==> config.mk <==
export PLATFORM = sky130hd
export DESIGN_NAME = uart_rx
export DESIGN_NICKNAME = d
export VERILOG_FILES = /design/src/rtl/uart_rx.sv
export SDC_FILE = /design/constraint.sdc
export NUM_CORES = 1
export LEC_CHECK = 0
export ABC_AREA = 1
export CORE_UTILIZATION = 45
export CTS_BUF_LIST = sky130_fd_sc_hd__clkbuf_16
export DETAILED_ROUTE_END_ITERATION = 16
export PLACE_DENSITY = 0.66
export SLEW_MARGIN = 20
export SYNTH_ARGS = -nofsm -noshare
export SYNTH_HDL_FRONTEND = slang
export SYNTH_SLANG_ARGS = --single-unit
==> constraint.sdc <==
create_clock -name clk -period 2.06 [get_ports clk]
set_clock_uncertainty 0.15 [all_clocks]
set_input_delay 0.618 -clock clk [delete_from_list [all_inputs] [get_ports clk]]
set_output_delay 0.618 -clock clk [all_outputs]
set_load 0.01 [all_outputs]
==> src/rtl/uart_rx.sv <==
// -----------------------------------------------------------------------------
// uart_rx -- oversampling UART receiver with optional even/odd parity.
//
// Each serial bit lasts PRESCALE clocks (even, >= 4). A bit is resolved by
// majority vote of RX_IN at edges PRESCALE/2-1, PRESCALE/2 and PRESCALE/2+1.
// Frame: start(0), DATA_WIDTH data bits LSB first, optional parity, stop(1).
//
// Ports
//   clk         in   single clock, rising edge
//   reset       in   synchronous reset, active-high
//   RX_IN       in   serial line, idle high
//   PAR_EN      in   1 = frame carries a parity bit (latched at start detect)
//   PAR_TYP     in   0 = even, 1 = odd parity (latched at start detect)
//   P_DATA_OUT  out  last good received word
//   PAR_OUT     out  parity bit of last good frame (0 if frame had none)
//   RX_DONE     out  one-cycle pulse: good frame
//   PAR_ERR     out  one-cycle pulse: parity mismatch
//   STP_ERR     out  one-cycle pulse: stop bit sampled 0 (wins over PAR_ERR)
//   RX_BUSY     out  high whenever the FSM is not IDLE
//   dbg_state   out  current FSM state (IDLE=0 START=1 DATA=2 PARITY=3 STOP=4)
// -----------------------------------------------------------------------------
module uart_rx #(
  parameter int PRESCALE   = 8,
  parameter int DATA_WIDTH = 8
) (
  input  logic                  clk,
  input  logic                  reset,
  input  logic                  RX_IN,
  input  logic                  PAR_EN,
  input  logic                  PAR_TYP,
  output logic [DATA_WIDTH-1:0] P_DATA_OUT,
  output logic                  PAR_OUT,
  output logic                  RX_DONE,
  output logic                  PAR_ERR,
  output logic                  STP_ERR,
  output logic                  RX_BUSY,
  output logic [2:0]            dbg_state
);

  localparam int EW = $clog2(PRESCALE);
  localparam int BW = (DATA_WIDTH > 1) ? $clog2(DATA_WIDTH) : 1;

  localparam logic [EW-1:0] EDGE_LAST = EW'(PRESCALE - 1);
  localparam logic [EW-1:0] EDGE_S0   = EW'(PRESCALE / 2 - 1);
  localparam logic [EW-1:0] EDGE_S1   = EW'(PRESCALE / 2);
  localparam logic [EW-1:0] EDGE_S2   = EW'(PRESCALE / 2 + 1);
  localparam logic [BW-1:0] BIT_LAST  = BW'(DATA_WIDTH - 1);

  typedef enum logic [2:0] {
    IDLE   = 3'd0,
    START  = 3'd1,
    DATA   = 3'd2,
    PARITY = 3'd3,
    STOP   = 3'd4
  } state_t;

  state_t                state, state_next;
  logic [EW-1:0]         edge_cnt;
  logic [BW-1:0]         bit_cnt;
  logic                  samp_a, samp_b;
  logic                  par_en_q, par_typ_q;
  logic [DATA_WIDTH-1:0] shift_q;
  logic                  par_bit_q, stop_bit_q;

  logic start_det, bit_end, maj_pt, maj, stop_val, par_bad;
  logic frame_end, done_set, perr_set, serr_set;

  always_comb begin
    start_det = (state == IDLE) && !RX_IN;
    bit_end   = (edge_cnt == EDGE_LAST);
    maj_pt    = (edge_cnt == EDGE_S2);
    // Third sample is taken live so the vote resolves in the third-sample cycle.
    maj       = (samp_a & samp_b) | (samp_a & RX_IN) | (samp_b & RX_IN);
  end

  // State register
  always_ff @(posedge clk) begin
    if (reset) state <= IDLE;
    else       state <= state_next;
  end

  // Next-state logic
  always_comb begin
    state_next = state;
    case (state)
      IDLE:   if (!RX_IN) state_next = START;
      START: begin
        // False start is decided at the vote; bit_end is checked second so the
        // vote wins when both land on the same edge (PRESCALE = 4).
        if (maj_pt && maj) state_next = IDLE;
        else if (bit_end)  state_next = DATA;
      end
      DATA:   if (bit_end && (bit_cnt == BIT_LAST))
                state_next = par_en_q ? PARITY : STOP;
      PARITY: if (bit_end) state_next = STOP;
      STOP:   if (bit_end) state_next = IDLE;
      default: state_next = IDLE;
    endcase
  end

  // Output decode
  always_comb begin
    // With PRESCALE = 4 the stop vote and the bit end share an edge.
    stop_val  = maj_pt ? maj : stop_bit_q;
    par_bad   = par_en_q && ((^shift_q ^ par_bit_q) != par_typ_q);
    frame_end = (state == STOP) && bit_end;
    serr_set  = frame_end && !stop_val;
    perr_set  = frame_end && stop_val && par_bad;
    done_set  = frame_end && stop_val && !par_bad;
    RX_BUSY   = (state != IDLE);
    dbg_state = state;
  end

  // Counters, samplers and shift register
  always_ff @(posedge clk) begin
    if (reset) begin
      edge_cnt   <= '0;
      bit_cnt    <= '0;
      samp_a     <= 1'b0;
      samp_b     <= 1'b0;
      par_en_q   <= 1'b0;
      par_typ_q  <= 1'b0;
      shift_q    <= '0;
      par_bit_q  <= 1'b0;
      stop_bit_q <= 1'b0;
    end else if (state == IDLE) begin
      bit_cnt  <= '0;
      // The start-detect cycle is edge 0, so the next cycle is edge 1.
      edge_cnt <= start_det ? EW'(1) : '0;
      if (start_det) begin
        par_en_q  <= PAR_EN;
        par_typ_q <= PAR_TYP;
      end
    end else begin
      edge_cnt <= (bit_end || state_next == IDLE) ? '0 : edge_cnt + 1'b1;
      if (state == DATA && bit_end)
        bit_cnt <= (bit_cnt == BIT_LAST) ? '0 : bit_cnt + 1'b1;
      if (edge_cnt == EDGE_S0) samp_a <= RX_IN;
      if (edge_cnt == EDGE_S1) samp_b <= RX_IN;
      if (maj_pt) begin
        case (state)
          DATA:    shift_q    <= {maj, shift_q[DATA_WIDTH-1:1]};
          PARITY:  par_bit_q  <= maj;
          STOP:    stop_bit_q <= maj;
          default: ;
        endcase
      end
    end
  end

  // Result pulses and held outputs
  always_ff @(posedge clk) begin
    if (reset) begin
      RX_DONE    <= 1'b0;
      PAR_ERR    <= 1'b0;
      STP_ERR    <= 1'b0;
      P_DATA_OUT <= '0;
      PAR_OUT    <= 1'b0;
    end else begin
      RX_DONE <= done_set;
      PAR_ERR <= perr_set;
      STP_ERR <= serr_set;
      if (done_set) begin
        P_DATA_OUT <= shift_q;
        PAR_OUT    <= par_en_q & par_bit_q;
      end
    end
  end

endmodule

# Word level (Yosys, flattened, before mapping)
# Index checks and enable logic that the tools add are counted.
# totals
reg_bits	35
elab_cells	73
# classes
addsub	2
eq_ne	10
mux	13
bitwise_logic	8
reduce_logical	25
# op_table
cell	count
$mux 3	10
$eq 3x3->1 const B	5
$pmux 3 s5	1
$logic_and 1x1->1	10
$eq 3x2->1 const B	3
$reduce_and 3->1	3
$reduce_xor 8->1	1
$add 3x1->3 const B	2
$logic_not 3->1	2
$reduce_and 2->1	3
$and 1x1->1	4
$eq 3x1->1 const B	1
$logic_not 1->1	3
$reduce_bool 3->1	1
$mux 1	2
$or 1x1->1	2
$reduce_or 2->1	1
$logic_or 1x1->1	1
$ne 1x1->1	1
$not 1->1	1
$xor 1x1->1	1

# Longest topological paths before layout
# depth
word_depth	10
ltp_mapped	12
depth_no_buf	11

# Worst setup path before layout
# Ideal clock, no wire load.
# synth_timing
path_kind	reg2reg
startpoint	reg edge_cnt[0]
endpoint	reg P_DATA_OUT[7]
arrival_ps	1591
required_ps	1797
path_slack_ps	206
path_stages_with_launch	12
path_buffers	2
synth_period_minus_slack_ps	1854
path_cell_list	dfxtp_1 -> ha_1 -> ha_1 -> buf_2 -> inv_2 -> nor4_2 -> inv_2 -> nor2_8 -> buf_12 -> nand3_2 -> nand2_1 -> nor2_2
# synth_between
elab_chain_cells	4
elab_cells_between_ends	6
cone_classes	eq/ne: 2; mux: 1; reduce/logical: 3
# synth_rtl
element	line	text
from (decl)	58	logic [EW-1:0] edge_cnt;
from (signal assigned)	129	edge_cnt <= start_det ? EW'(1) : '0;
from (signal assigned)	135	edge_cnt <= (bit_end || state_next == IDLE) ? '0 : edge_cnt + 1'b1;
$eq 3x3->1, on equally long branches	71, 70	
$mux 1 / $logic_and 1x1->1 (equally long branches)	104, 106	
$logic_and 1x1->1 (*) (2 in a row)	109	done_set = frame_end && stop_val && !par_bad;
to (signal assigned)	164	P_DATA_OUT <= shift_q;
to (decl)	31	output logic [DATA_WIDTH-1:0] P_DATA_OUT,
# Every way passes the cells marked *; elsewhere a longest branch is shown, timed or not.
# A chain may end at the register's enable or synchronous reset.

# Final worst setup path
# layout_timing
startpoint	in RX_IN
endpoint	reg P_DATA_OUT[5]
# layout_between
elab_chain_cells	6
elab_cells_between_ends	7
cone_classes	mux: 1; bitwise: 4; reduce/logical: 2
# layout_rtl
element	line	text
from (decl)	28	input logic RX_IN,
$and 1x1->1	73	maj = (samp_a & samp_b) | (samp_a & RX_IN) | (samp_b & RX_IN);
$or 1x1->1	73	
$or 1x1->1 (*)	73	
$mux 1 (*)	104	stop_val = maj_pt ? maj : stop_bit_q;
$logic_and 1x1->1 (*) (2 in a row)	109	
# Marks and branches as above.

==> results_dict.tcl <==
set metrics [dict create \
    status "complete, no violations" \
    hold_start "bit_cnt[1]" \
    avgSynthCellArea_um2 7.42 \
    htreeDepth 2 \
    synth-async-reset-ratio_pct 0 \
    synthFlopType "dfxtp_1" \
    fin_ws_ns 0.0958 \
    gp_congestion 0.836 \
    antenna_left 0 \
    nFillCells 354 \
    hp-class "register to register" \
    grt_pass1_vias 1466 \
    regToRegStartpoint "edge_cnt[0]" \
    vias_per_cell 4.87 \
    period_needed_ns 1.96 \
    ys_warn_count 0 \
    worst_slew_pin_slew_ns 0.518 \
    cp-start-kind "input pin" \
    finalInstanceArea_mm2 0.00234 \
    path_cells "clkdlybuf4s50_1 -> inv_2 -> o21bai_4 -> nand3_4 -> o21ai_4 -> inv_4 -> nor2_4 -> nand3_1 -> nand2_1 -> nor2_1" \
    track_usage_pct 19.0 \
    fp-row-count 22 \
    wirelength_mm 3.65 \
    syn2layout_area_growth_pct 28.7 \
    ys_seq_area_share_pct 38.6 \
    first_pass_iters 4 \
    cp.arrival_ns 1.98 \
    critPathMaxFanout 6 \
    grt_max_degree 21 \
    cts.path.max_buffers 2 \
    synthCells 245 \
    worstSetupPathType "input pin to register" \
    startpoint "RX_IN" \
    vias 1618 \
    fin_nets 295 \
    place_area_mm2 0.00215 \
    syn_nets 257 \
    slew_headroom_pct 65.4 \
    finalSetupViolCount 0 \
    fin_crit_sh_pct 95.4 \
    die_width_um 65.5 \
    wire_per_inst_um 11.0 \
    clock-root-buffer "clkbuf_16" \
    synth-edff-count 0 \
    finalHoldViolCount 0 \
    synthDistinctLibCells 34 \
    netlist_area_mm2 0.00182 \
    synth_seq_cells 35 \
    final_common_cell "nand2_1" \
    cts_hold_buf 0 \
    grt_pass1_wl_mm 6.11 \
    post-dp-hpwl_mm 2.73 \
    drc 0 \
    endpoint_kind "register" \
    port-buffer-count 20 \
    antenna_found_initial 0 \
    n_antenna_cell 0 \
    dp_slack_ns -0.274 \
    rsz0062_at_grt "no" \
    drv_slew 0 \
    drv_cap 0 \
    dieArea_mm2 0.00430 \
    powerDensity_mw_per_mm2 633 \
    power_uw 1480 \
    final_cell_mix "55 x nand2_1, 35 x dfxtp_1, 26 x nor2_1, 22 x inv_1" \
    initial_core_util_pct 48.2 \
    whs_ns 0.317 \
    worstPathRequired_ns 2.08 \
    max_freq_ghz 0.509 \
    cts_sinks 35 \
    path_clk_slew_ns 0.05 \
    drive_above_1_share_pct 20.4 \
    clk_latency_ns 0.27 \
    vdd_ir_drop_max_mv 0.400 \
    p_leak_uw 0.00103 \
    cpMaxStageDelayCell "clkdlybuf4s50_1" \
    cts_made_buffers 5 \
    overflow 0 \
    ioPinCount 21 \
    core_area_mm2 0.00377 \
    postCtsSetupBuffers 0 \
    drt_iter0_drc 65 \
    tritoncts "yes" \
    die_y_um 65.5 \
    critical-path-max-stage-delay_ns 0.49 \
]
area by class of cell:
| cell class | instances | area [um^2] | area share [%] |
|---|---|---|---|
| clock inverters | 3 | 11.3 | 0.482 |
| inverters | 31 | 119 | 5.08 |
| flip-flops and latches | 35 | 701 | 30.0 |
| multi-input cells | 173 | 996 | 42.6 |
| well taps | 48 | 60.1 | 2.57 |
| clock buffers | 5 | 125 | 5.35 |
| repair buffers | 37 | 327 | 14.0 |
cell families after synthesis:
kind of cell	count (synthesis)	synth area share, %
xor gates and xnor gates	2	0.964
adders and majority gates	7	4.82
and+or+nand+nor	121	32.0
AOI/OAI and AO/OA	42	14.0
buffers and inverters	38	9.64
DFF	35	38.6
where the power goes:
part | internal [uW] | switching, uW
clock | 434 | 255
sequential | 684 | 6.52
combinational | 45.4 | 55.7
per-layer routing:
layer / GRT usage, % / vias to the layer above / part of all wire, %
met3: 5.73 / 5 / 3.1
met1: 20.2 / 726 / 45
met5: 0 / - / 0
met4: 7.34 / 0 / 1.6
met2: 34.7 / 20 / 51
li1: - / 867 / -
worst paths after layout:
path                            slack [ns]  cells past startpoint             to
worst min-delay path                  0.32                      2     bit_cnt[1]
worst min register to register        0.32                      2     bit_cnt[1]
worst max-delay path                   0.1                     10  P_DATA_OUT[5]
worst max register to register        0.20                     11    edge_cnt[0]
sequential cells by signal, indices dropped and copies added (netlist names):
register / count
PAR_ERR: 1
PAR_OUT: 1
P_DATA_OUT: 8
RX_DONE: 1
STP_ERR: 1
bit_cnt: 3
dbg_state: 3
edge_cnt: 3
par_bit_q: 1
par_en_q: 1
par_typ_q: 1
samp_a: 1
samp_b: 1
shift_q: 8
stop_bit_q: 1
through the flow:
step,std cells,utilization [%],setup TNS (ns)
finish,332,62.0,0
global route,332,62.0,0
CTS,331,60.7,0
detailed placement,323,57.0,-3.48
global placement,323,57.0,-3.12
floorplan,245,-,0
cell usage after synthesis (3+ instances only):
| master | n | area, um^2 |
|---|---|---|
| o21ai_0 | 11 | 55.1 |
| nand3_2 | 4 | 40.0 |
| nand2_2 | 3 | 18.8 |
| nand2_1 | 55 | 206 |
| dfxtp_1 | 35 | 701 |
| nand3_1 | 19 | 95.1 |
| a21oi_1 | 19 | 95.1 |
| ha_1 | 7 | 87.6 |
| nor3_2 | 3 | 30.0 |
| inv_2 | 8 | 30.0 |
| nor2_1 | 27 | 101 |
| inv_1 | 21 | 78.8 |
| a21oi_2 | 8 | 70.1 |
worst max-delay path, delay by kind of cell:
kind | cells | cell delay (ns)
buffers and inverters | 3 | 0.63
AOI/OAI and AO/OA | 2 | 0.22
and+or+nand+nor | 5 | 0.51
repair_timing:
| item | in CTS | in global routing |
|---|---|---|
| pin swaps | 1 | 2 |
| setup endpoints to repair | 3 | 14 |
| gates resized for setup | 4 | 7 |
| gates cloned | 0 | 1 |
Note: power is estimated with default switching activity, not from simulation.
